--- src/rtl/joy_snapshot_pkg.sv ---
// joy_snapshot_pkg: shared types, sizes and byte packing for the joystick snapshot block
package joy_snapshot_pkg;
  typedef enum logic [1:0] {IDLE, WRITE, FRAME} state_t;
  typedef enum logic [1:0] {G_NONE, G_DN, G_SNAP, G_CPU} gsel_t;
  localparam int SNAP_BYTES = 37;
  localparam int BYTES_PER_PLAYER = 6;
  localparam int CAP_BYTES = SNAP_BYTES - 1;
  // Per player: joystick word LSB first, then analog X, then analog Y.
  function automatic logic [8*CAP_BYTES-1:0] pack_snapshot(input logic [191:0] joy, input logic [95:0] an);
    logic [8*CAP_BYTES-1:0] r;
    r = '0;
    for (int p = 0; p < 6; p++) r[p*8*BYTES_PER_PLAYER +: 8*BYTES_PER_PLAYER] = {an[p*16 +: 16], joy[p*32 +: 32]};
    return r;
  endfunction
endpackage

--- src/rtl/ram_port_arb.sv ---
// ram_port_arb: fixed-priority arbiter for the shared work RAM port with registered outputs and CPU ack pipeline
module ram_port_arb #(
  parameter int ADDR_W = 14
) (
  input  logic              clk_sys,
  input  logic              reset_n,
  input  logic              dn_wr,
  input  logic [ADDR_W-1:0] dn_addr,
  input  logic [7:0]        dn_data,
  input  logic              snap_req,
  input  logic [ADDR_W-1:0] snap_addr,
  input  logic [7:0]        snap_data,
  output logic              snap_gnt,
  input  logic              cpu_req,
  input  logic              cpu_we,
  input  logic [ADDR_W-1:0] cpu_addr,
  input  logic [7:0]        cpu_wdata,
  output logic              cpu_ack,
  output logic [7:0]        cpu_rdata,
  output logic [ADDR_W-1:0] ram_addr,
  output logic              ram_we,
  output logic [7:0]        ram_wdata,
  input  logic [7:0]        ram_rdata
);
  import joy_snapshot_pkg::*;
  gsel_t gsel;
  logic cpu_s1, s1_rd, ack_rd;
  logic [7:0] rdata_q;
  // Download never waits; the CPU is locked out while its own access is in flight.
  always_comb begin
    gsel = dn_wr ? G_DN : snap_req ? G_SNAP : (cpu_req & ~cpu_s1 & ~cpu_ack) ? G_CPU : G_NONE;
    snap_gnt = (gsel == G_SNAP);
    cpu_rdata = ack_rd ? ram_rdata : rdata_q;
  end
  // Register the winner onto the RAM port and track the CPU access to its ack.
  always_ff @(posedge clk_sys or negedge reset_n) begin
    if (!reset_n) begin
      ram_we <= 1'b0;
      ram_addr <= '0;
      ram_wdata <= '0;
      cpu_s1 <= 1'b0;
      s1_rd <= 1'b0;
      cpu_ack <= 1'b0;
      ack_rd <= 1'b0;
      rdata_q <= '0;
    end else begin
      ram_we <= (gsel == G_DN) || (gsel == G_SNAP) || ((gsel == G_CPU) && cpu_we);
      if (gsel != G_NONE) begin
        ram_addr <= (gsel == G_DN) ? dn_addr : (gsel == G_SNAP) ? snap_addr : cpu_addr;
        ram_wdata <= (gsel == G_DN) ? dn_data : (gsel == G_SNAP) ? snap_data : cpu_wdata;
      end
      cpu_s1 <= (gsel == G_CPU);
      s1_rd <= (gsel == G_CPU) && !cpu_we;
      cpu_ack <= cpu_s1;
      ack_rd <= s1_rd;
      rdata_q <= cpu_rdata;
    end
  end
endmodule

--- src/rtl/joy_snapshot_arb.sv ---
// joy_snapshot_arb: once-per-frame coherent input snapshot into shared work RAM
module joy_snapshot_arb #(
  parameter int              ADDR_W    = 14,
  parameter logic [ADDR_W-1:0] SNAP_BASE = 14'h3F00,
  parameter int              PLAYERS   = 6
) (
  input  logic                  clk_sys,
  input  logic                  reset_n,
  input  logic                  vblank,
  input  logic [32*PLAYERS-1:0] joystick,
  input  logic [16*PLAYERS-1:0] analog,
  input  logic                  dn_active,
  input  logic                  dn_wr,
  input  logic [ADDR_W-1:0]     dn_addr,
  input  logic [7:0]            dn_data,
  input  logic                  cpu_req,
  input  logic                  cpu_we,
  input  logic [ADDR_W-1:0]     cpu_addr,
  input  logic [7:0]            cpu_wdata,
  output logic                  cpu_ack,
  output logic [7:0]            cpu_rdata,
  output logic [ADDR_W-1:0]     ram_addr,
  output logic                  ram_we,
  output logic [7:0]            ram_wdata,
  input  logic [7:0]            ram_rdata,
  output logic                  busy,
  output logic                  overrun,
  input  logic                  overrun_clr,
  output logic [7:0]            frame_cnt
);
  import joy_snapshot_pkg::*;
  localparam logic [5:0] LAST = 6'(BYTES_PER_PLAYER * PLAYERS - 1);
  state_t state, nstate;
  logic [5:0] idx;
  logic [8*CAP_BYTES-1:0] cap;
  logic vblank_d, vrise, start, snap_req, snap_gnt;
  logic [ADDR_W-1:0] snap_addr;
  logic [7:0] snap_data;
  assign vrise = vblank & ~vblank_d;
  assign start = (state == IDLE) & vrise & ~dn_active;
  // State register.
  always_ff @(posedge clk_sys or negedge reset_n) begin
    if (!reset_n) state <= IDLE;
    else state <= nstate;
  end
  // Advance only on granted cycles so contention just stretches the snapshot.
  always_comb begin
    nstate = (state == IDLE) ? (start ? WRITE : IDLE) :
             (state == WRITE) ? ((snap_gnt && idx == LAST) ? FRAME : WRITE) :
             (state == FRAME && !snap_gnt) ? FRAME : IDLE;
  end
  // Engine request, address and byte; idx reaches 36 exactly when FRAME writes the counter.
  always_comb begin
    busy = (state != IDLE);
    snap_req = busy;
    snap_addr = SNAP_BASE + ADDR_W'(idx);
    snap_data = (state == FRAME) ? frame_cnt : cap[{idx, 3'b000} +: 8];
  end
  // Capture, byte index, frame counter and sticky overrun (set beats clear).
  always_ff @(posedge clk_sys or negedge reset_n) begin
    if (!reset_n) begin
      vblank_d <= 1'b0;
      cap <= '0;
      idx <= '0;
      frame_cnt <= '0;
      overrun <= 1'b0;
    end else begin
      vblank_d <= vblank;
      overrun <= (vrise & busy) | (overrun & ~overrun_clr);
      if (start) begin
        cap <= pack_snapshot(joystick, analog);
        frame_cnt <= frame_cnt + 8'd1;
        idx <= '0;
      end else if (snap_gnt) idx <= idx + 6'd1;
    end
  end
  ram_port_arb #(.ADDR_W(ADDR_W)) u_arb (
    .clk_sys(clk_sys), .reset_n(reset_n),
    .dn_wr(dn_wr), .dn_addr(dn_addr), .dn_data(dn_data),
    .snap_req(snap_req), .snap_addr(snap_addr), .snap_data(snap_data), .snap_gnt(snap_gnt),
    .cpu_req(cpu_req), .cpu_we(cpu_we), .cpu_addr(cpu_addr), .cpu_wdata(cpu_wdata),
    .cpu_ack(cpu_ack), .cpu_rdata(cpu_rdata),
    .ram_addr(ram_addr), .ram_we(ram_we), .ram_wdata(ram_wdata), .ram_rdata(ram_rdata)
  );
endmodule

--- config.mk ---
export PLATFORM = sky130hd
export DESIGN_NAME = joy_snapshot_arb
export DESIGN_NICKNAME = d
export VERILOG_FILES = /design/src/rtl/joy_snapshot_pkg.sv /design/src/rtl/ram_port_arb.sv /design/src/rtl/joy_snapshot_arb.sv
export SDC_FILE = /design/constraint.sdc
export NUM_CORES = 1
export LEC_CHECK = 0
export ABC_AREA = 0
export BUFFER_PORTS_ARGS = -buffer_cell sky130_fd_sc_hd__buf_2
export CORE_MARGIN = 4
export CORE_UTILIZATION = 25
export CTS_BUF_LIST = sky130_fd_sc_hd__clkbuf_16
export DETAILED_ROUTE_END_ITERATION = 6
export PLACE_DENSITY = 0.5
export REMOVE_ABC_BUFFERS = 1
export SYNTH_ARGS = -nofsm -noshare
export SYNTH_HDL_FRONTEND = slang
export SYNTH_HIERARCHICAL = 1
export SYNTH_SLANG_ARGS = --single-unit
--- constraint.sdc ---
create_clock -name clk_sys -period 2.2 [get_ports clk_sys]
set_input_delay 0.44 -clock clk_sys [delete_from_list [all_inputs] [get_ports clk_sys]]
set_output_delay 0.44 -clock clk_sys [all_outputs]
set_load 0.02 [all_outputs]
==> out/metrics.yaml, run 1 <==
run_status:
  status: "finished, violations left"
  violations: "negative setup slack"
critical_path:
  endpoint: "u_arb/ram_wdata[3]"
  crit_type: "reg -> reg"
  rr_endpoint: "u_arb/ram_wdata[3]"
  worstPathRequired_ns: 2.63
  arrival_ns: 2.97
  critPathLaunchType: "register"
  rrSetupSlack_ns: -0.34
  reg2regPathDepth: 8
  crit-reg2reg-launch: "idx[0]"
  cp_cell_sequence: "buf_12, mux4_2, a22o_1, a211oi_2, buf_4, o31ai_2, a22o_1, a221o_1"
  crit_slowest_cell: "dfrtp_4"
  critPathMostFrequentCell: "a22o_1"
  end_kind: "register"
  crit_fanout: 8
  worstSetupStartpoint: "idx[0]"
  max_stage_delay_ns: 0.49
drt:
  drt-wirelength-per-cell_um: 19.32
  ant_nets: 0
  drcViolationCount: 0
  postRouteWirelength_um: 56330
  vias_per_cell: 4.429
  drt-pass1-iter-count: 5
  drt_iter0_drc: 713
  vias: 12910
timing:
  setup_violations: 8
  worst_slack_ns: -0.3389
  grt_setup_unrepaired: "yes"
  final_max_slew_viol_count: 0
  slew-limit-headroom_pct: 39.88
  period_needed_ns: 2.539
  hold_violations: 0
  fin_skew_ns: 0.01991
  hold_ws_ns: 0.06747
  fmax_mhz: 393.9
  max_slew.worst_pin.slew_ns: 0.8999
  min_period_over_period_pct: 115.4
  setup_tns_ns: -2.276
synth:
  avgSynthCellArea_sq_um: 9.755
  synth_seq_cells: 341
  yosysWarnings: 6
  yosysSeqAreaShare_pct: 54.81
  ys.flop_type: "dfrtp_1"
  synth_cells: 1596
  netlist_area_sq_mm: 0.01557
  synth_edf_count: 0
  async_flop_share_pct: 100.0
  synth.distinct_cells: 55
cells_and_area:
  antenna_cells: 0
  mostFrequentLayoutCells: "nand2_1 (878), buf_2 (388), dfrtp_1 (339)"
  postLayoutCellArea_sq_mm: 0.02074
  drive_gt1_share_pct: 32.72
  syn2layout_area_growth_pct: 33.25
  fin_util_pct: 33.62
  fill_cells: 6482
  layout_commonest_cell: "nand2_1"
  fin_nets: 2398
pwr:
  irDropWorstVdd_mv: 0.4185
  power_mw: 25.04
  power_leakage_nw: 10.85
  powerDensity_mw_per_mm2: 1207
place:
  portBuffers: 389
  placed_area_sq_mm: 0.01907
  place.gp.congestion: 0.8395
  hpwl_um: 42130
floorplan:
  io_pins: 390
  initial_utilization_pct: 25.23
  core_area_sq_mm: 0.06171
  die_x_um: 257.6
  row_count: 91
  die_h_um: 257.6
  dieArea_sq_mm: 0.06633
global_routing:
  grt_overflow: 0
  grt_usage_pct: 16.60
  grt_max_degree: 112
  antenna_found_initial: 2
  grt_pass1_wl_um: 84210
  grt_pass1_vias: 13840
clock_network:
  cts_tree: "done"
  clock_insertion_delay_worst_skew_ns: 0.57
  cts.sinks: 341
  clk_pin_slew_ns: 0.06
  cts_max_path_buffers: 3
  ctsHtreeMaxLevel: 2
  numCtsBuffers: 42
  cts_root_buf: "clkbuf_16"
run:
  max-cap-violations: 0
hold_path:
  hold_class: "in -> reg"
==> critical path: cells and delay by family, from the launching register on <==
kind | cells | cell delay, ns
AO/OA/AOI/OAI | 5 | 1.07
multiplexers | 1 | 0.49
buffers and inverters | 2 | 0.34
flip-flops | 1 | 0.49
==> cells in the mapped netlist, types with 10 or more instances <==
cell,number,share of area [%]
a221o_1,22,1.4
a22o_1,31,1.7
a22oi_1,14,0.68
buf_2,29,0.93
buf_6,15,1.1
clkbuf_1,50,1.2
dfrtp_1,341,55
mux2_2,22,1.6
mux2i_1,19,1.2
mux4_1,10,1.7
mux4_2,46,6.7
nand2_1,878,21
==> state kept, by name, indices dropped and copies added, names as in the netlist <==
signal / cells
cap: 288
frame_cnt: 8
idx: 6
overrun: 1
state: 2
u_arb/ack_rd: 1
u_arb/cpu_ack: 1
u_arb/cpu_s1: 1
u_arb/ram_addr: 14
u_arb/ram_wdata: 8
u_arb/ram_we: 1
u_arb/rdata_q: 8
u_arb/s1_rd: 1
vblank_d: 1
==> power breakdown <==
| part | leakage (nW) | switching [mW] | total, mW | internal, mW |
|---|---|---|---|---|
| combinational | 5.80 | 4.28 | 8.56 | 4.28 |
| sequential | 4.38 | 1.32 | 9.57 | 8.25 |
| clock | 0.673 | 2.79 | 6.92 | 4.13 |
==> metal layers <==
| layer | vias to the layer above | global-route usage (%) | wire, um | part of all wire, % |
|---|---|---|---|---|
| met5 | - | 0 | 0 | 0 |
| met4 | 0 | 4.431 | 1258 | 2.2 |
| met3 | 73 | 3.962 | 3615 | 6.4 |
| met2 | 377 | 26.76 | 26390 | 47 |
| met1 | 6286 | 22.57 | 25070 | 45 |
| li1 | 6174 | - | - | - |
==> logic make-up after synthesis <==
group	synth area share (%)
and+or+nand+nor	23.14
DFF	54.81
buffers and inverters	4.123
AOI/OAI and AO/OA	5.947
muxes	11.15
xor gates and xnor gates	0.6189
adders and majority gates	0.1607
other	0.04824
==> cell type report <==
cell class / count / area, sq um / share of cell area [%]
clock buffers: 43 / 1076 / 5.187
clock inverters: 31 / 282.8 / 1.363
inverters: 6 / 22.52 / 0.1086
multi-input cells: 1149 / 6573 / 31.68
flip-flops and latches: 341 / 8541 / 41.17
well taps: 837 / 1047 / 5.048
repair buffers: 508 / 3203 / 15.44
==> how the worst min path moves through the flow <==
| stage | endpoint | start | slack (ns) | cells after the start |
|---|---|---|---|---|
| final | cap[44] | analog[12] | 0.07 | 3 |
| after global placement | u_arb/ack_rd | u_arb/s1_rd | 0.34 | 0 |
| after detailed placement | u_arb/ack_rd | u_arb/s1_rd | 0.35 | 0 |
| after global routing | cap[152] | joystick[104] | 0.05 | 3 |
| after floorplan | cap[0] | reset_n | 0.14 | 0 |
| after CTS | cap[152] | joystick[104] | 0.03 | 3 |
==> repair_timing <==
action	in CTS	in global routing
hold buffers	2	0
setup endpoints to repair	8	9
cloned	2	0
endpoints found under the hold margin	44	0
pin swaps	8	10
gates resized for setup	23	16
buffers inserted	7	7
==> stage by stage <==
step / instances / setup WS [ns]
floorplan: 1496 / -15.02
global placement: 2824 / -0.4813
detailed placement: 2824 / -0.5242
CTS: 2909 / -0.3641
global route: 2915 / -0.4444
finish: 2915 / -0.3389
(Power assumes the default switching activity.)
==> run 2: changes to the inputs <==
--- a/config.mk
+++ b/config.mk
@@ -7,9 +7,10 @@
 export LEC_CHECK = 0
 export ABC_AREA = 0
 export BUFFER_PORTS_ARGS = -buffer_cell sky130_fd_sc_hd__buf_2
+export CORE_ASPECT_RATIO = 0.75
 export CORE_MARGIN = 4
 export CORE_UTILIZATION = 25
-export CTS_BUF_LIST = sky130_fd_sc_hd__clkbuf_16
+export CTS_BUF_LIST = sky130_fd_sc_hd__clkbuf_8
 export DETAILED_ROUTE_END_ITERATION = 6
 export PLACE_DENSITY = 0.5
 export REMOVE_ABC_BUFFERS = 1
==> run 2 against run 1 <==
The flow still finishes with violations (negative setup slack). Non-clock buffer count is 316 higher. Critical endpoint is now u_arb/ram_wdata[0]. Sequential power is 0.4% higher. Highest routed layer is now met5. Combinational power is 11% higher. Utilization is 5.4 points higher.
==> out/metrics.yaml, run 2 (same netlist as run 1, synthesis figures left out) <==
floorplan:
  row_count: 78  # was 91
  dieArea_sq_mm: 0.06637  # was 0.06633 sq mm
  initial_utilization_pct: 25.48  # was 25.23%
  io_pins: 390  # unchanged
  die_h_um: 224.1  # was 257.6 um
  die_x_um: 296.2  # was 257.6 um
  core_area_sq_mm: 0.06109  # was 0.06171 sq mm
cells_and_area:
  fin_nets: 2731  # was 2,398
  largest_register_ffs: 288  # unchanged
  reg.largest.list: "cap: 288 flops, u_arb/ram_addr: 14 flops"  # unchanged
  mostFrequentLayoutCells: "nand2_1 (878), buf_2 (388), dfrtp_1 (338)"  # was nand2_1 (878), buf_2 (388), dfrtp_1 (339)
  regMostFlops: "cap"  # unchanged
  layout_commonest_cell: "nand2_1"  # unchanged
  syn2layout_area_growth_pct: 53.28  # was 33.25%
  drive_gt1_share_pct: 29.73  # was 32.72%
critical_path:
  critPathMostFrequentCell: "buf_12"  # was a22o_1
  critPathLaunchType: "register"  # unchanged
  crit_slowest_cell: "dfrtp_4"  # unchanged
  cp_cell_sequence: "buf_12, buf_12, buf_6, mux4_2, a22o_4, a211oi_4, o31ai_2, a22o_1, a221o_1"  # was buf_12, mux4_2, a22o_1, a211oi_2, buf_4, o31ai_2, a22o_1, a221o_1
  end_kind: "register"  # unchanged
  crit_type: "reg -> reg"  # unchanged
  critPathTopFamily: "compound AO/OA/AOI/OAI gates"  # unchanged
  crit_fanout: 7  # was 8
  arrival_ns: 3.05  # was 2.97 ns
  path_buf_inv: 3  # was 2
  max_stage_delay_ns: 0.52  # was 0.49 ns
  worstPathRequired_ns: 2.72  # was 2.63 ns
drt:
  ant_nets: 0  # unchanged
  postRouteWirelength_um: 61370  # was 56,330 um
  drt_iter0_drc: 824  # was 713
  drt-pass1-iter-count: 7  # was 5
  drt-wirelength-per-cell_um: 19.00  # was 19.32 um
  drcViolationCount: 0  # unchanged
  vias: 14320  # was 12,910
  vias_per_cell: 4.433  # was 4.429
global_routing:
  antenna_found_initial: 7  # was 2
  grt_pass1_wl_um: 91510  # was 84,210 um
  grt_pass1_vias: 15600  # was 13,840
  grt_overflow: 0  # unchanged
  grt_max_degree: 115  # was 112
  grt_usage_pct: 18.15  # was 16.60%
clock_network:
  ctsHtreeMaxLevel: 2  # unchanged
  numCtsBuffers: 59  # was 42
  clock_insertion_delay_worst_skew_ns: 0.65  # was 0.57 ns
  cts_max_path_buffers: 3  # unchanged
  clk_pin_slew_ns: 0.06  # about the same
  cts_root_buf: "clkbuf_8"  # was clkbuf_16
  cts.sinks: 341  # unchanged
  cts_tree: "done"  # unchanged
place:
  portBuffers: 389  # unchanged
  place.gp.congestion: 0.8051  # was 0.8395
  hpwl_um: 43240  # was 42,130 um
  dpl_worst_slack_ns: -0.4564  # was -0.5242 ns
pwr:
  irDropWorstVdd_mv: 0.3849  # was 0.4185 mV
  powerDensity_mw_per_mm2: 1065  # was 1207 mW/mm^2
  power_leakage_nw: 12.27  # was 10.85 nW
  power_mw: 25.41  # was 25.04 mW
timing:
  final_max_slew_viol_count: 0  # unchanged
  hold_ws_ns: 0.06489  # was 0.06747 ns
  setup_violations: 8  # unchanged
  period_needed_ns: 2.530  # was 2.539 ns
  max_slew.worst_pin.slew_ns: 0.9771  # was 0.8999 ns
  slew-limit-headroom_pct: 34.73  # was 39.88%
  grt_setup_unrepaired: "yes"  # unchanged
  fmax_mhz: 395.3  # was 393.9 MHz
  fin_skew_ns: 0.01904  # was 0.01991 ns
  hold_violations: 0  # unchanged
  setup_tns_ns: -2.175  # was -2.276 ns
  min_period_over_period_pct: 115.0  # was 115.4%
  worst_slack_ns: -0.3296  # was -0.3389 ns
run_status:
  violations: "negative setup slack"  # unchanged
  status: "finished, violations left"  # unchanged
hold_path:
  hold_class: "in -> reg"  # unchanged
run:
  max-cap-violations: 0  # unchanged
-- run 2: changes by cell type in the layout (fill, tap and decap cells not counted), sizes merged, moves of 2 or more --
cell / before / now
clkbuf: 43 / 78
buf: 506 / 515
dlygate4sd3: 2 / 308
inv: 11 / 25
clkinv: 18 / 3
clkinvlp: 3 / 1
diode: 0 / 5
-- run 2: per-layer routing --
layer  vias up  track usage, %  part of all wire (%)
li1       6836               -                     -
met1      6972           24.91                    46
met2       424           29.64                    46
met3        82           4.113                   6.4
met4         4           3.592                   1.7
met5         -               0                 0.037
-- run 2: worst paths after layout --
check                                    from                 end  slack, ns  depth (start not counted)
worst max register to register         idx[0]  u_arb/ram_wdata[0]      -0.33                          9
worst min-delay path            joystick[112]            cap[160]       0.06                          3
worst max-delay path                   idx[0]  u_arb/ram_wdata[0]      -0.33                          9
min in group asynchronous             reset_n            cap[173]       0.28                          2
max in group asynchronous             reset_n             cap[65]       1.14                          3
worst min register to register    u_arb/s1_rd        u_arb/ack_rd       0.35                          0
-- run 2: power breakdown --
part | internal (mW) | switching, mW | leakage [nW]
Sequential | 8.24 | 1.36 | 4.38
Clock | 3.61 | 2.71 | 0.730
Combinational | 4.97 | 4.51 | 7.17
Total | 16.8 | 8.58 | 12.3
-- run 2: layout make-up --
cell class / instances / area, sq um
multi-input combinational: 1149 / 6614
clock inverter: 27 / 219.0
tap: 800 / 1001
sequential: 341 / 8542
clock buffer: 78 / 1074
fill: 6071 / 37230
antenna: 5 / 12.51
timing repair buffer: 824 / 6380
inverter: 6 / 22.52
-- run 2: repair_timing --
action                                 CTS  global route
setup buffers                           15             4
setup endpoints to repair               17             8
gates cloned                             4             0
pin swaps                               23             9
hold buffers                           308             0
resized for setup                       47             7
endpoints found under the hold margin  422             0
-- run 2: per-stage QoR --
stage                     area [sq um]  utilization, %  cells
after detailed placement         18960           31.04   2789
final                            23860           39.06   3230
after global placement           18960           31.04   2789
after global routing             23850           39.05   3226
after CTS                        23790           38.94   3221
after floorplan                  14970               -   1496
-- run 2: worst reg2reg max path: stages, from the launching register on --
cell	delay, ns
dfrtp_4	0.52
buf_12	0.16
buf_12	0.13
buf_6	0.12
mux4_2	0.43
a22o_4	0.29
a211oi_4	0.24
o31ai_2	0.10
a22o_1	0.19
a221o_1	0.25
==> run 3: changes to the inputs <==
--- a/config.mk
+++ b/config.mk
@@ -7,12 +7,14 @@
 export LEC_CHECK = 0
 export ABC_AREA = 0
 export BUFFER_PORTS_ARGS = -buffer_cell sky130_fd_sc_hd__buf_2
+export CELL_PAD_IN_SITES_DETAIL_PLACEMENT = 0
+export CELL_PAD_IN_SITES_GLOBAL_PLACEMENT = 1
 export CORE_ASPECT_RATIO = 0.75
 export CORE_MARGIN = 4
 export CORE_UTILIZATION = 25
 export CTS_BUF_LIST = sky130_fd_sc_hd__clkbuf_8
 export DETAILED_ROUTE_END_ITERATION = 6
-export PLACE_DENSITY = 0.5
+export PLACE_DENSITY = 0.61
 export REMOVE_ABC_BUFFERS = 1
 export SYNTH_ARGS = -nofsm -noshare
 export SYNTH_HDL_FRONTEND = slang
==> run 3 against run 2 <==
The flow still finishes with violations (negative setup slack). Design area is 0.98% lower. Hold slack worse by 0.0070 ns. Worst setup slack worse by 0.015 ns. Via count is 1.4% lower. Sequential cell count stayed put. Critical path depth stayed put. Maximum frequency is 0.57% lower. Power is 1.4% lower. Clock skew is 0.0021 ns higher. Wire length is 1.8% lower. Largest power group unchanged.
==> out/metrics.yaml, run 3 (same netlist as run 1, synthesis figures left out) <==
run_status:
  status: "finished, violations left"  # unchanged
  violations: "negative setup slack"  # unchanged
place:
  place.gp.congestion: 0.8076  # was 0.8051
  portBuffers: 389  # unchanged
  hpwl_um: 42970  # was 43,240 um
  dpl_worst_slack_ns: -0.5601  # was -0.4564 ns
  placed_area_sq_mm: 0.01913  # was 0.01896 sq mm
  dp.cells: 2790  # was 2,789
cells_and_area:
  mostFrequentLayoutCells: "nand2_1 (878), buf_2 (387), dfrtp_1 (338)"  # was nand2_1 (878), buf_2 (388), dfrtp_1 (338)
  stdcell_count: 3199  # was 3,230
  regMostFlops: "cap"  # unchanged
  fin_nets: 2698  # was 2,731
  syn2layout_area_growth_pct: 51.78  # was 53.28%
  reg.largest.list: "cap: 288 flops, u_arb/ram_addr: 14 flops"  # unchanged
  fill_cells: 6096  # was 6,071
  drive_gt1_share_pct: 29.66  # was 29.73%
  postLayoutCellArea_sq_mm: 0.02363  # was 0.02386 sq mm
  largest_register_ffs: 288  # unchanged
  layout_commonest_cell: "nand2_1"  # unchanged
critical_path:
  worstPathRequired_ns: 2.71  # was 2.72 ns
  critPathLaunchType: "register"  # unchanged
  cp_cell_sequence: "buf_12, buf_16, buf_6, mux4_2, a22o_1, a211oi_2, o31ai_2, a22o_1, a221o_1"  # was buf_12, buf_12, buf_6, mux4_2, a22o_4, a211oi_4, o31ai_2, a22o_1, a221o_1
  path_buf_inv: 3  # unchanged
  critPathTopFamily: "compound AO/OA/AOI/OAI gates"  # unchanged
  crit_type: "reg -> reg"  # unchanged
  critPathMostFrequentCell: "a22o_1"  # was buf_12
  crit_slowest_cell: "dfrtp_4"  # unchanged
  end_kind: "register"  # unchanged
  max_stage_delay_ns: 0.51  # was 0.52 ns
  arrival_ns: 3.05  # about the same
  crit_fanout: 7  # unchanged
drt:
  drt-wirelength-per-cell_um: 18.83  # was 19.00 um
  vias_per_cell: 4.414  # was 4.433
  vias: 14120  # was 14,320
  postRouteWirelength_um: 60230  # was 61,370 um
  drt_iter0_drc: 835  # was 824
  ant_nets: 0  # unchanged
  drt-pass1-iter-count: 5  # was 7
  drcViolationCount: 0  # unchanged
pwr:
  irDropWorstVdd_mv: 0.4457  # was 0.3849 mV
  swShare_pct: 33.81  # was 33.78%
  p_seq_share_pct: 37.8  # about the same
  p_int_mw: 16.58  # was 16.83 mW
  power_switching_mw: 8.468  # was 8.584 mW
  power_frac_comb_pct: 37.4  # was 37.3%
  power_leakage_nw: 12.15  # was 12.27 nW
  clkPwrFrac_pct: 24.8  # was 24.9%
  powerDensity_mw_per_mm2: 1060  # was 1065 mW/mm^2
global_routing:
  antenna_found_initial: 10  # was 7
  grt_overflow: 0  # unchanged
  grt_max_degree: 70  # was 115
  grt_pass1_wl_um: 91410  # was 91,510 um
  grt_pass1_vias: 15560  # was 15,600
  grt_usage_pct: 18.06  # was 18.15%
timing:
  fmax_mhz: 393.1  # was 395.3 MHz
  final_max_slew_viol_count: 0  # unchanged
  hold_violations: 0  # unchanged
  slew-limit-headroom_pct: 57.81  # was 34.73%
  worst_slack_ns: -0.3442  # was -0.3296 ns
  min_period_over_period_pct: 115.6  # was 115.0%
  setup_violations: 8  # unchanged
  max_slew.worst_pin.slew_ns: 0.6329  # was 0.9771 ns
  period_needed_ns: 2.544  # was 2.530 ns
  fin_skew_ns: 0.02113  # was 0.01904 ns
  grt_setup_unrepaired: "yes"  # unchanged
  hold_ws_ns: 0.05788  # was 0.06489 ns
  setup_tns_ns: -2.305  # was -2.175 ns
clock_network:
  clk_pin_slew_ns: 0.06  # about the same
  cts_root_buf: "clkbuf_8"  # unchanged
  numCtsBuffers: 58  # was 59
  cts_max_path_buffers: 3  # unchanged
  cts.sinks: 341  # unchanged
  ctsHtreeMaxLevel: 2  # unchanged
  clock_insertion_delay_worst_skew_ns: 0.63  # was 0.65 ns
  cts_tree: "done"  # unchanged
floorplan:
  initial_utilization_pct: 25.48  # unchanged
  io_pins: 390  # unchanged
  core_area_sq_mm: 0.06109  # unchanged
  dieArea_sq_mm: 0.06637  # unchanged
  die_h_um: 224.1  # unchanged
  row_count: 78  # unchanged
  die_x_um: 296.2  # unchanged
run:
  max-cap-violations: 0  # unchanged
hold_path:
  hold_class: "in -> reg"  # unchanged
## run 3: cell count changes in the layout (fill, tap and decap cells not counted), sizes merged
cell         before  now
clkbuf           78   75
dlygate4sd3     308  284
clkinv            3    4
buf             515  508
inv              25   28
bufbuf            1    0
## run 3: timing repair
action	CTS	global route
buffers inserted	12	1
resized for setup	46	12
hold buffers	284	0
cloned	2	0
hold endpoints to repair	316	0
pin swaps	18	12
endpoints found under the setup margin	17	9
## run 3: worst register-to-register path, delay by kind of cell (launching register included)
family          cells  cell delay (ns)
compound gates      5             1.05
flops               1             0.51
buf+inv             3             0.44
mux                 1             0.42
## run 3: power groups by stage
stage | sequential [mW] | combinational (mW) | clock (mW)
after floorplan | 10.9 | 5.90 | 0
after global placement | 9.57 | 7.93 | 0
after detailed placement | 9.57 | 8.12 | 0
after CTS | 9.48 | 9.40 | 6.42
after global routing | 9.71 | 10.3 | 6.70
final | 9.47 | 9.36 | 6.22
## run 3: path summary, 6_finish.rpt
check	startpoint	to	slack [ns]	cells past startpoint
max	idx[0]	u_arb/ram_wdata[0]	-0.34	9
min	joystick[164]	cap[244]	0.06	3
max reg2reg	idx[0]	u_arb/ram_wdata[0]	-0.34	9
min reg2reg	u_arb/s1_rd	u_arb/ack_rd	0.38	0
max in group asynchronous	reset_n	cap[163]	1.13	3
min in group asynchronous	reset_n	cap[110]	0.33	2
## run 3: stage by stage
stage,power [mW],util (%)
finish,25.05,38.68
global route,26.68,38.67
CTS,25.30,38.59
detailed placement,17.69,31.32
global placement,17.50,31.32
floorplan,16.80,-
## run 3: area by class of cell
class / count / area (sq um) / share of cell area [%]
clock inverter: 31 / 230.2 / 0.9743
inverter: 6 / 22.52 / 0.09531
multi-input combinational: 1149 / 6555 / 27.74
tap: 800 / 1001 / 4.236
clock buffer: 75 / 1032 / 4.368
timing repair buffer: 792 / 6235 / 26.38
sequential: 341 / 8542 / 36.15
antenna: 5 / 12.51 / 0.05295
## run 3: metal layers
layer | track usage [%] | vias to the layer above | wire, um
met4 | 3.919 | 8 | 973
met2 | 28.76 | 410 | 26670
met3 | 4.193 | 86 | 3838
li1 | - | 6770 | -
met5 | 0 | - | 55
met1 | 25.20 | 6846 | 28690
